**src/rtl/ps_rf_pkg.sv**
```systemverilog
// Shared constants for the compute-decode register file write-back slice.
package ps_rf_pkg;

  // Datapath and address widths of the data register file
  localparam int RF_DW    = 16;
  localparam int RF_AW    = 4;
  localparam int RF_DEPTH = 1 << RF_AW;

  // Bit positions inside the registered one-hot write-enable vector
  localparam int WEN_ALU  = 0;
  localparam int WEN_MUL  = 1;
  localparam int WEN_SHF  = 2;
  localparam int WEN_W    = 3;

endpackage : ps_rf_pkg

```
**src/rtl/ps_rf_wb_mux.sv**
```systemverilog
// 3:1 priority select of compute-unit results (shifter > MUL > ALU).
// Shared by the array write path and the optional read bypass path.
module ps_rf_wb_mux
  import ps_rf_pkg::*;
#(
  parameter int DW = RF_DW
) (
  input  logic [WEN_W-1:0] wrt_en,
  input  logic [DW-1:0]    alu_dt,
  input  logic [DW-1:0]    mul_dt,
  input  logic [DW-1:0]    shf_dt,
  output logic [DW-1:0]    sel_dt,
  output logic             col
);

  // Priority data select; ALU result is the fall-through when nothing else is enabled
  always_comb begin
    sel_dt = alu_dt;
    if (wrt_en[WEN_SHF]) begin
      sel_dt = shf_dt;
    end else if (wrt_en[WEN_MUL]) begin
      sel_dt = mul_dt;
    end
  end

  // More than one enable bit set means the decoder broke its one-hot promise
  always_comb begin
    col = (wrt_en[WEN_ALU] & wrt_en[WEN_MUL]) |
          (wrt_en[WEN_ALU] & wrt_en[WEN_SHF]) |
          (wrt_en[WEN_MUL] & wrt_en[WEN_SHF]);
  end

endmodule : ps_rf_wb_mux

```
**src/rtl/ps_regfile_wb.sv**
```systemverilog
// Data register file at the consuming end of the compute-decode interface.
// Compute results commit one cycle after decode; the sequencer transfer write
// commits in its own cycle and loses to a compute write on the same address.
// Optional feature macro: RF_BYPASS_EN (read ports forward data committing this cycle).
module ps_regfile_wb
  import ps_rf_pkg::*;
#(
  parameter int RF_DW = ps_rf_pkg::RF_DW,
  parameter int RF_AW = ps_rf_pkg::RF_AW
) (
  input  logic             clk,
  input  logic             rst,
  input  logic [RF_AW-1:0] ps_rf_rd_a0,
  input  logic [RF_AW-1:0] ps_rf_rd_a1,
  input  logic [RF_AW-1:0] ps_rf_wrt_a,
  input  logic [2:0]       ps_rf_wrt_en,
  input  logic [RF_DW-1:0] alu_rf_dt,
  input  logic [RF_DW-1:0] mul_rf_dt,
  input  logic [RF_DW-1:0] shf_rf_dt,
  input  logic             ps_ureg_wrt_en,
  input  logic [RF_AW-1:0] ps_ureg_wrt_a,
  input  logic [RF_DW-1:0] ps_ureg_dt,
  output logic [RF_DW-1:0] rf_dt0,
  output logic [RF_DW-1:0] rf_dt1,
  output logic             rf_wrt_col
);

  localparam int DEPTH = 1 << RF_AW;

  logic [RF_AW-1:0] wrt_a_q;
  logic [RF_DW-1:0] cmp_dt;
  logic             cmp_col;
  logic             cmp_we;
  logic [RF_DW-1:0] rf_mem [DEPTH];

  assign cmp_we = |ps_rf_wrt_en;

  ps_rf_wb_mux #(
    .DW     (RF_DW)
  ) u_wb_mux (
    .wrt_en (ps_rf_wrt_en),
    .alu_dt (alu_rf_dt),
    .mul_dt (mul_rf_dt),
    .shf_dt (shf_rf_dt),
    .sel_dt (cmp_dt),
    .col    (cmp_col)
  );

  // Delay the decode-cycle write address so it lines up with the registered enables
  always_ff @(posedge clk or negedge rst) begin
    if (!rst) begin
      wrt_a_q <= '0;
    end else begin
      wrt_a_q <= ps_rf_wrt_a;
    end
  end

  // Sticky collision flag: once any multi-hot enable is seen it holds until reset
  always_ff @(posedge clk or negedge rst) begin
    if (!rst) begin
      rf_wrt_col <= 1'b0;
    end else if (cmp_col) begin
      rf_wrt_col <= 1'b1;
    end
  end

  // One storage word per address; compute write beats a same-address transfer write
  generate
    for (genvar gi = 0; gi < DEPTH; gi++) begin : g_reg
      logic [RF_DW-1:0] word_reg;

      // Commit the compute result or the transfer word addressed to this entry
      always_ff @(posedge clk or negedge rst) begin
        if (!rst) begin
          word_reg <= '0;
        end else if (cmp_we && (wrt_a_q == RF_AW'(gi))) begin
          word_reg <= cmp_dt;
        end else if (ps_ureg_wrt_en && (ps_ureg_wrt_a == RF_AW'(gi))) begin
          word_reg <= ps_ureg_dt;
        end
      end

      assign rf_mem[gi] = word_reg;
    end
  endgenerate

  // Combinational operand reads, optionally forwarding this cycle's pending commit
  always_comb begin
    rf_dt0 = rf_mem[ps_rf_rd_a0];
    rf_dt1 = rf_mem[ps_rf_rd_a1];
`ifdef RF_BYPASS_EN
    // Transfer first so the compute result overrides it, matching write priority
    if (ps_ureg_wrt_en && (ps_ureg_wrt_a == ps_rf_rd_a0)) rf_dt0 = ps_ureg_dt;
    if (ps_ureg_wrt_en && (ps_ureg_wrt_a == ps_rf_rd_a1)) rf_dt1 = ps_ureg_dt;
    if (cmp_we && (wrt_a_q == ps_rf_rd_a0)) rf_dt0 = cmp_dt;
    if (cmp_we && (wrt_a_q == ps_rf_rd_a1)) rf_dt1 = cmp_dt;
`else
    // Reads see the pre-write array; dependents must issue two cycles after the producer
`endif
  end

endmodule : ps_regfile_wb

```
**config.mk**
```make
export PLATFORM = sky130hd
export DESIGN_NAME = ps_regfile_wb
export DESIGN_NICKNAME = d
export VERILOG_FILES = /design/src/rtl/ps_rf_pkg.sv /design/src/rtl/ps_rf_wb_mux.sv /design/src/rtl/ps_regfile_wb.sv
export SDC_FILE = /design/constraint.sdc
export NUM_CORES = 1
export LEC_CHECK = 0
export ABC_AREA = 1
export CORE_MARGIN = 2
export CORE_UTILIZATION = 24
export DETAILED_ROUTE_END_ITERATION = 10
export PLACE_DENSITY_LB_ADDON = 0.08
export SYNTH_ARGS = -nofsm -noshare
export SYNTH_HDL_FRONTEND = slang
export SYNTH_SLANG_ARGS = --single-unit
```
**constraint.sdc**
```tcl
create_clock -name clk -period 2.25 [get_ports clk]
set_clock_uncertainty 0.05 [all_clocks]
set_input_delay 0.675 -clock clk [delete_from_list [all_inputs] [get_ports clk]]
set_output_delay 0.675 -clock clk [all_outputs]
set_load 0.02 [all_outputs]
```
==> impl_metrics.xml <==
<?xml version="1.0" encoding="UTF-8"?>
<metrics>
  <group name="global_routing">
    <metric name="globalRouteTotalUtil" unit="%">24.7</metric>
    <metric name="number_of_global_route_vias_before_repair" unit="">22300</metric>
    <metric name="grt_first_pass_wirelength" unit="um">155000</metric>
    <metric name="gr-total-overflow" unit="">0</metric>
    <metric name="grt_max_degree" unit="">77</metric>
    <metric name="grt_antenna_before_repair" unit="">2</metric>
  </group>
  <group name="die">
    <metric name="dieHeight" unit="um">290</metric>
    <metric name="core_region_area" unit="um2">80800</metric>
    <metric name="floorplan.rows" unit="">104</metric>
    <metric name="die_w" unit="um">290</metric>
    <metric name="io_pins" unit="">119</metric>
    <metric name="initial_core_util" unit="%">24.3</metric>
    <metric name="die-area" unit="um2">84200</metric>
  </group>
  <group name="power">
    <metric name="total_leakage_power" unit="nW">15.1</metric>
    <metric name="power.share.sequential" unit="%">31.7</metric>
    <metric name="pd_cells" unit="nW/um2">697</metric>
    <metric name="max-vdd-ir-drop" unit="mV">0.330</metric>
    <metric name="power_frac_comb" unit="%">36.0</metric>
    <metric name="clock_power_share" unit="%">32.3</metric>
    <metric name="intPower" unit="mW">12.8</metric>
    <metric name="switching_share" unit="%">37.5</metric>
    <metric name="p_switching" unit="mW">7.70</metric>
  </group>
  <group name="drt">
    <metric name="total_length_of_routed_wires" unit="um">105000</metric>
    <metric name="antenna_violating_nets_post_route" unit="">0</metric>
    <metric name="avgRoutedWirePerCell" unit="um">22.4</metric>
    <metric name="viasPerCell" unit="">4.86</metric>
    <metric name="drt_first_pass_iters" unit="">5</metric>
    <metric name="drt_iter0_drc" unit="">1967</metric>
    <metric name="remaining_drc_errors" unit="">0</metric>
    <metric name="number_of_vias_after_detailed_routing" unit="">22900</metric>
  </group>
  <group name="worst_setup_path">
    <metric name="cp_num_buf_inv" unit="">4</metric>
    <metric name="path_max_fanout" unit="">8</metric>
    <metric name="end_kind" unit="">primary output</metric>
    <metric name="criticalPathCategory" unit="">in2out</metric>
    <metric name="worst_ep_required_time" unit="ns">1.52</metric>
    <metric name="slowest_delay" unit="ns">0.28</metric>
    <metric name="cp_slowest_cell" unit="">sky130_fd_sc_hd__bufbuf_16</metric>
    <metric name="sort_of_element_at_the_start_of_the_critical_path" unit="">input pin</metric>
    <metric name="cp-startpoint" unit="">ps_rf_rd_a0[0]</metric>
    <metric name="critical_path.top_delay_family" unit="">buffers and inverters</metric>
    <metric name="worstReg2RegStart" unit="">wrt_a_q[0]</metric>
    <metric name="crit_path_cell_trace" unit="">buf_16, bufbuf_16, buf_4, nand2_1, nand3_1, nand3_2, nand3_4, nand2_4, buf_6</metric>
    <metric name="crit_arrival" unit="ns">1.81</metric>
  </group>
  <group name="synth">
    <metric name="synth.ff_latch_count" unit="">261</metric>
    <metric name="synth.distinct_cells" unit="">31</metric>
    <metric name="synth.avg_cell_area" unit="um2">6.03</metric>
    <metric name="syn_inst" unit="">3261</metric>
    <metric name="netlist_area" unit="um2">19700</metric>
    <metric name="synth.yosys.seq_area_share" unit="%">33.2</metric>
    <metric name="mappedNetlistNets" unit="">3347</metric>
    <metric name="synth-warning-count" unit="">0</metric>
    <metric name="netlist.top_cell.by_area" unit="">sky130_fd_sc_hd__dfrtp_1</metric>
    <metric name="leading_post_synthesis_cells_by_cell_area" unit="">sky130_fd_sc_hd__dfrtp_1 33%, sky130_fd_sc_hd__nand2_1 31%, sky130_fd_sc_hd__nand3_1 16%</metric>
    <metric name="yosysTopAreaCellShare" unit="%">33.2</metric>
  </group>
  <group name="placement">
    <metric name="dp_cells" unit="">4557</metric>
    <metric name="detailed_place_hpwl" unit="um">75300</metric>
    <metric name="io_buffer_count" unit="">118</metric>
    <metric name="gp_congestion" unit="">0.882</metric>
  </group>
  <group name="min_path">
    <metric name="hold_path.startpoint" unit="">g_reg[4].word_reg[4]</metric>
    <metric name="hold_path.class" unit="">reg2reg</metric>
  </group>
  <group name="sta">
    <metric name="unrepaired_setup_endpoints_after_global_routing" unit="">true</metric>
    <metric name="fin_crit_sh" unit="%">113</metric>
    <metric name="max_clock_freq" unit="GHz">0.394</metric>
    <metric name="rel_slew_slack" unit="%">58.0</metric>
    <metric name="setup_viol" unit="">32</metric>
    <metric name="setup-tns-final" unit="ns">-8.08</metric>
    <metric name="tightest_slew" unit="ns">0.628</metric>
    <metric name="final.setup.worst_slack" unit="ns">-0.286</metric>
    <metric name="maxSlewViolCount" unit="">0</metric>
    <metric name="finalHoldViolations" unit="">0</metric>
    <metric name="period_needed" unit="ns">2.54</metric>
  </group>
  <group name="clock_tree">
    <metric name="cts_root_buf" unit="">sky130_fd_sc_hd__clkbuf_16</metric>
    <metric name="cts_tree" unit="">yes</metric>
    <metric name="cts.clk_slew.worst_paths" unit="ns">0.06</metric>
    <metric name="cts_num_sinks" unit="">261</metric>
    <metric name="ctsLongestPathBuffers" unit="">3</metric>
    <metric name="clock_latency" unit="ns">0.57</metric>
    <metric name="ctsHtreeMaxLevel" unit="">2</metric>
    <metric name="tritoncts.num_buffers" unit="">39</metric>
  </group>
  <group name="finish">
    <metric name="final_layout_size_suffix_gt1_share" unit="%">26.1</metric>
    <metric name="number_of_inserted_filler_cells_in_the_final_layout" unit="">8532</metric>
    <metric name="layout.nets" unit="">3702</metric>
    <metric name="final_core_util" unit="%">36.4</metric>
    <metric name="final_cells" unit="">4707</metric>
    <metric name="largest_reg_flops" unit="">256</metric>
    <metric name="area_growth_syn_to_layout" unit="%">49.8</metric>
  </group>
  <group name="status">
    <metric name="status" unit="">finished, violations left</metric>
    <metric name="failed_checks" unit="">setup timing</metric>
  </group>
  <group name="flow_run">
    <metric name="maxCapViolations" unit="">0</metric>
  </group>
</metrics>
-- final timing paths --
check | to | slack (ns) | cells past startpoint
setup / recovery | rf_dt0[13] | -0.29 | 9
hold / removal | g_reg[4].word_reg[4] | 0.42 | 2
setup reg to reg | g_reg[1].word_reg[2] | 0.39 | 8
hold reg to reg | g_reg[4].word_reg[4] | 0.42 | 2
max in group asynchronous | g_reg[6].word_reg[8] | 0.99 | 3
min in group asynchronous | g_reg[8].word_reg[15] | 0.47 | 2
-- metrics by stage --
stage / cell area [um2] / power, mW / hold WS [ns] / worst slack [ns]
6_report: 29400 / 20.5 / 0.420 / -0.286
3_5_place_dp: 24600 / 12.7 / 0.409 / -1.04
5_1_grt: 29400 / 21.7 / 0.441 / -0.329
4_1_cts: 28600 / 20.3 / 0.423 / -0.281
2_1_floorplan: 19700 / 9.67 / 0.329 / 0.00325
3_3_place_gp: 24600 / 12.7 / 0.403 / -1.05
-- power groups by stage --
stage          clock [mW]  sequential, mW  combinational, mW
5_1_grt              6.96            6.63               8.08
4_1_cts              6.76            6.48               7.00
6_report             6.64            6.50               7.38
3_5_place_dp            0            6.54               6.20
2_1_floorplan           0            6.28               3.39
3_3_place_gp            0            6.52               6.21
-- logic make-up (layout without fill, tap and decap cells) --
kind of cell | Yosys count | after routing | share of synthesized area (%)
compound gates | 130 | 130 | 3.43
other cells | 0 | 1 | 0
simple gates | 2320 | 2320 | 50.7
buf+inv | 550 | 935 | 12.7
flops | 261 | 261 | 33.2
-- layout by cell type, fill, tap and decap left out, types with 2 or more instances in the layout --
master	count
sky130_fd_sc_hd__nand2_1	1557
sky130_fd_sc_hd__nand3_1	376
sky130_fd_sc_hd__inv_1	293
sky130_fd_sc_hd__dfrtp_1	260
sky130_fd_sc_hd__buf_4	251
sky130_fd_sc_hd__nand3_2	208
sky130_fd_sc_hd__o21ai_0	113
sky130_fd_sc_hd__buf_12	107
sky130_fd_sc_hd__clkdlybuf4s50_1	76
sky130_fd_sc_hd__nand2_2	65
sky130_fd_sc_hd__buf_6	49
sky130_fd_sc_hd__nand3_4	45
sky130_fd_sc_hd__clkbuf_16	45
sky130_fd_sc_hd__nand2_4	31
sky130_fd_sc_hd__inv_2	28
sky130_fd_sc_hd__buf_16	20
sky130_fd_sc_hd__nor2_4	18
sky130_fd_sc_hd__o21ai_2	15
sky130_fd_sc_hd__clkbuf_1	9
sky130_fd_sc_hd__clkbuf_8	9
sky130_fd_sc_hd__clkinv_2	8
sky130_fd_sc_hd__inv_4	8
sky130_fd_sc_hd__nor2_8	7
sky130_fd_sc_hd__bufbuf_16	6
sky130_fd_sc_hd__buf_8	6
sky130_fd_sc_hd__nor2_1	4
sky130_fd_sc_hd__nor2_2	4
sky130_fd_sc_hd__bufinv_16	4
sky130_fd_sc_hd__nand2_8	3
sky130_fd_sc_hd__clkinv_4	3
sky130_fd_sc_hd__inv_12	3
sky130_fd_sc_hd__nand4_1	2
sky130_fd_sc_hd__buf_2	2
-- worst register-to-register path: cells and delay by family (launching register included) --
family	cells	cell delay, ns
buf+inv	3	0.46
flops	1	0.48
simple gates	5	0.73
-- layer usage --
layer / share of wire [%] / track usage, %
met1: 45 / 33.6
met2: 47 / 40.7
met3: 5.0 / 3.06
met4: 3.1 / 7.20
met5: 0 / 0
-- area by class of cell --
cell class | count | area (um2) | area share [%]
diodes | 1 | 2.50 | 0.00850
well taps | 1060 | 1330 | 4.50
flip-flops and latches | 261 | 6530 | 22.2
clock inverters | 12 | 166 | 0.565
repair buffers | 525 | 6320 | 21.5
inverters | 338 | 1370 | 4.67
repair inverters | 1 | 16.3 | 0.0552
multi-input cells | 2450 | 12500 | 42.5
clock buffers | 59 | 1180 | 4.02
-- cells in the mapped netlist, drive strengths merged --
library cell / count
a21oi: 1
buf: 135
clkbuf: 77
clkinv: 4
dfrtp: 261
inv: 334
nand2: 1656
nand3: 629
nand4: 2
nor2: 33
o21ai: 129
-- repair_timing --
action / in CTS / in global routing
gates cloned: 24 / 4
endpoints found under the hold margin: 6 / 0
setup buffers: 53 / 3
pin swaps: 95 / 93
setup endpoints to repair: 33 / 32
resized for setup: 515 / 181
hold buffers: 1 / 0
(Power assumes the default switching activity.)
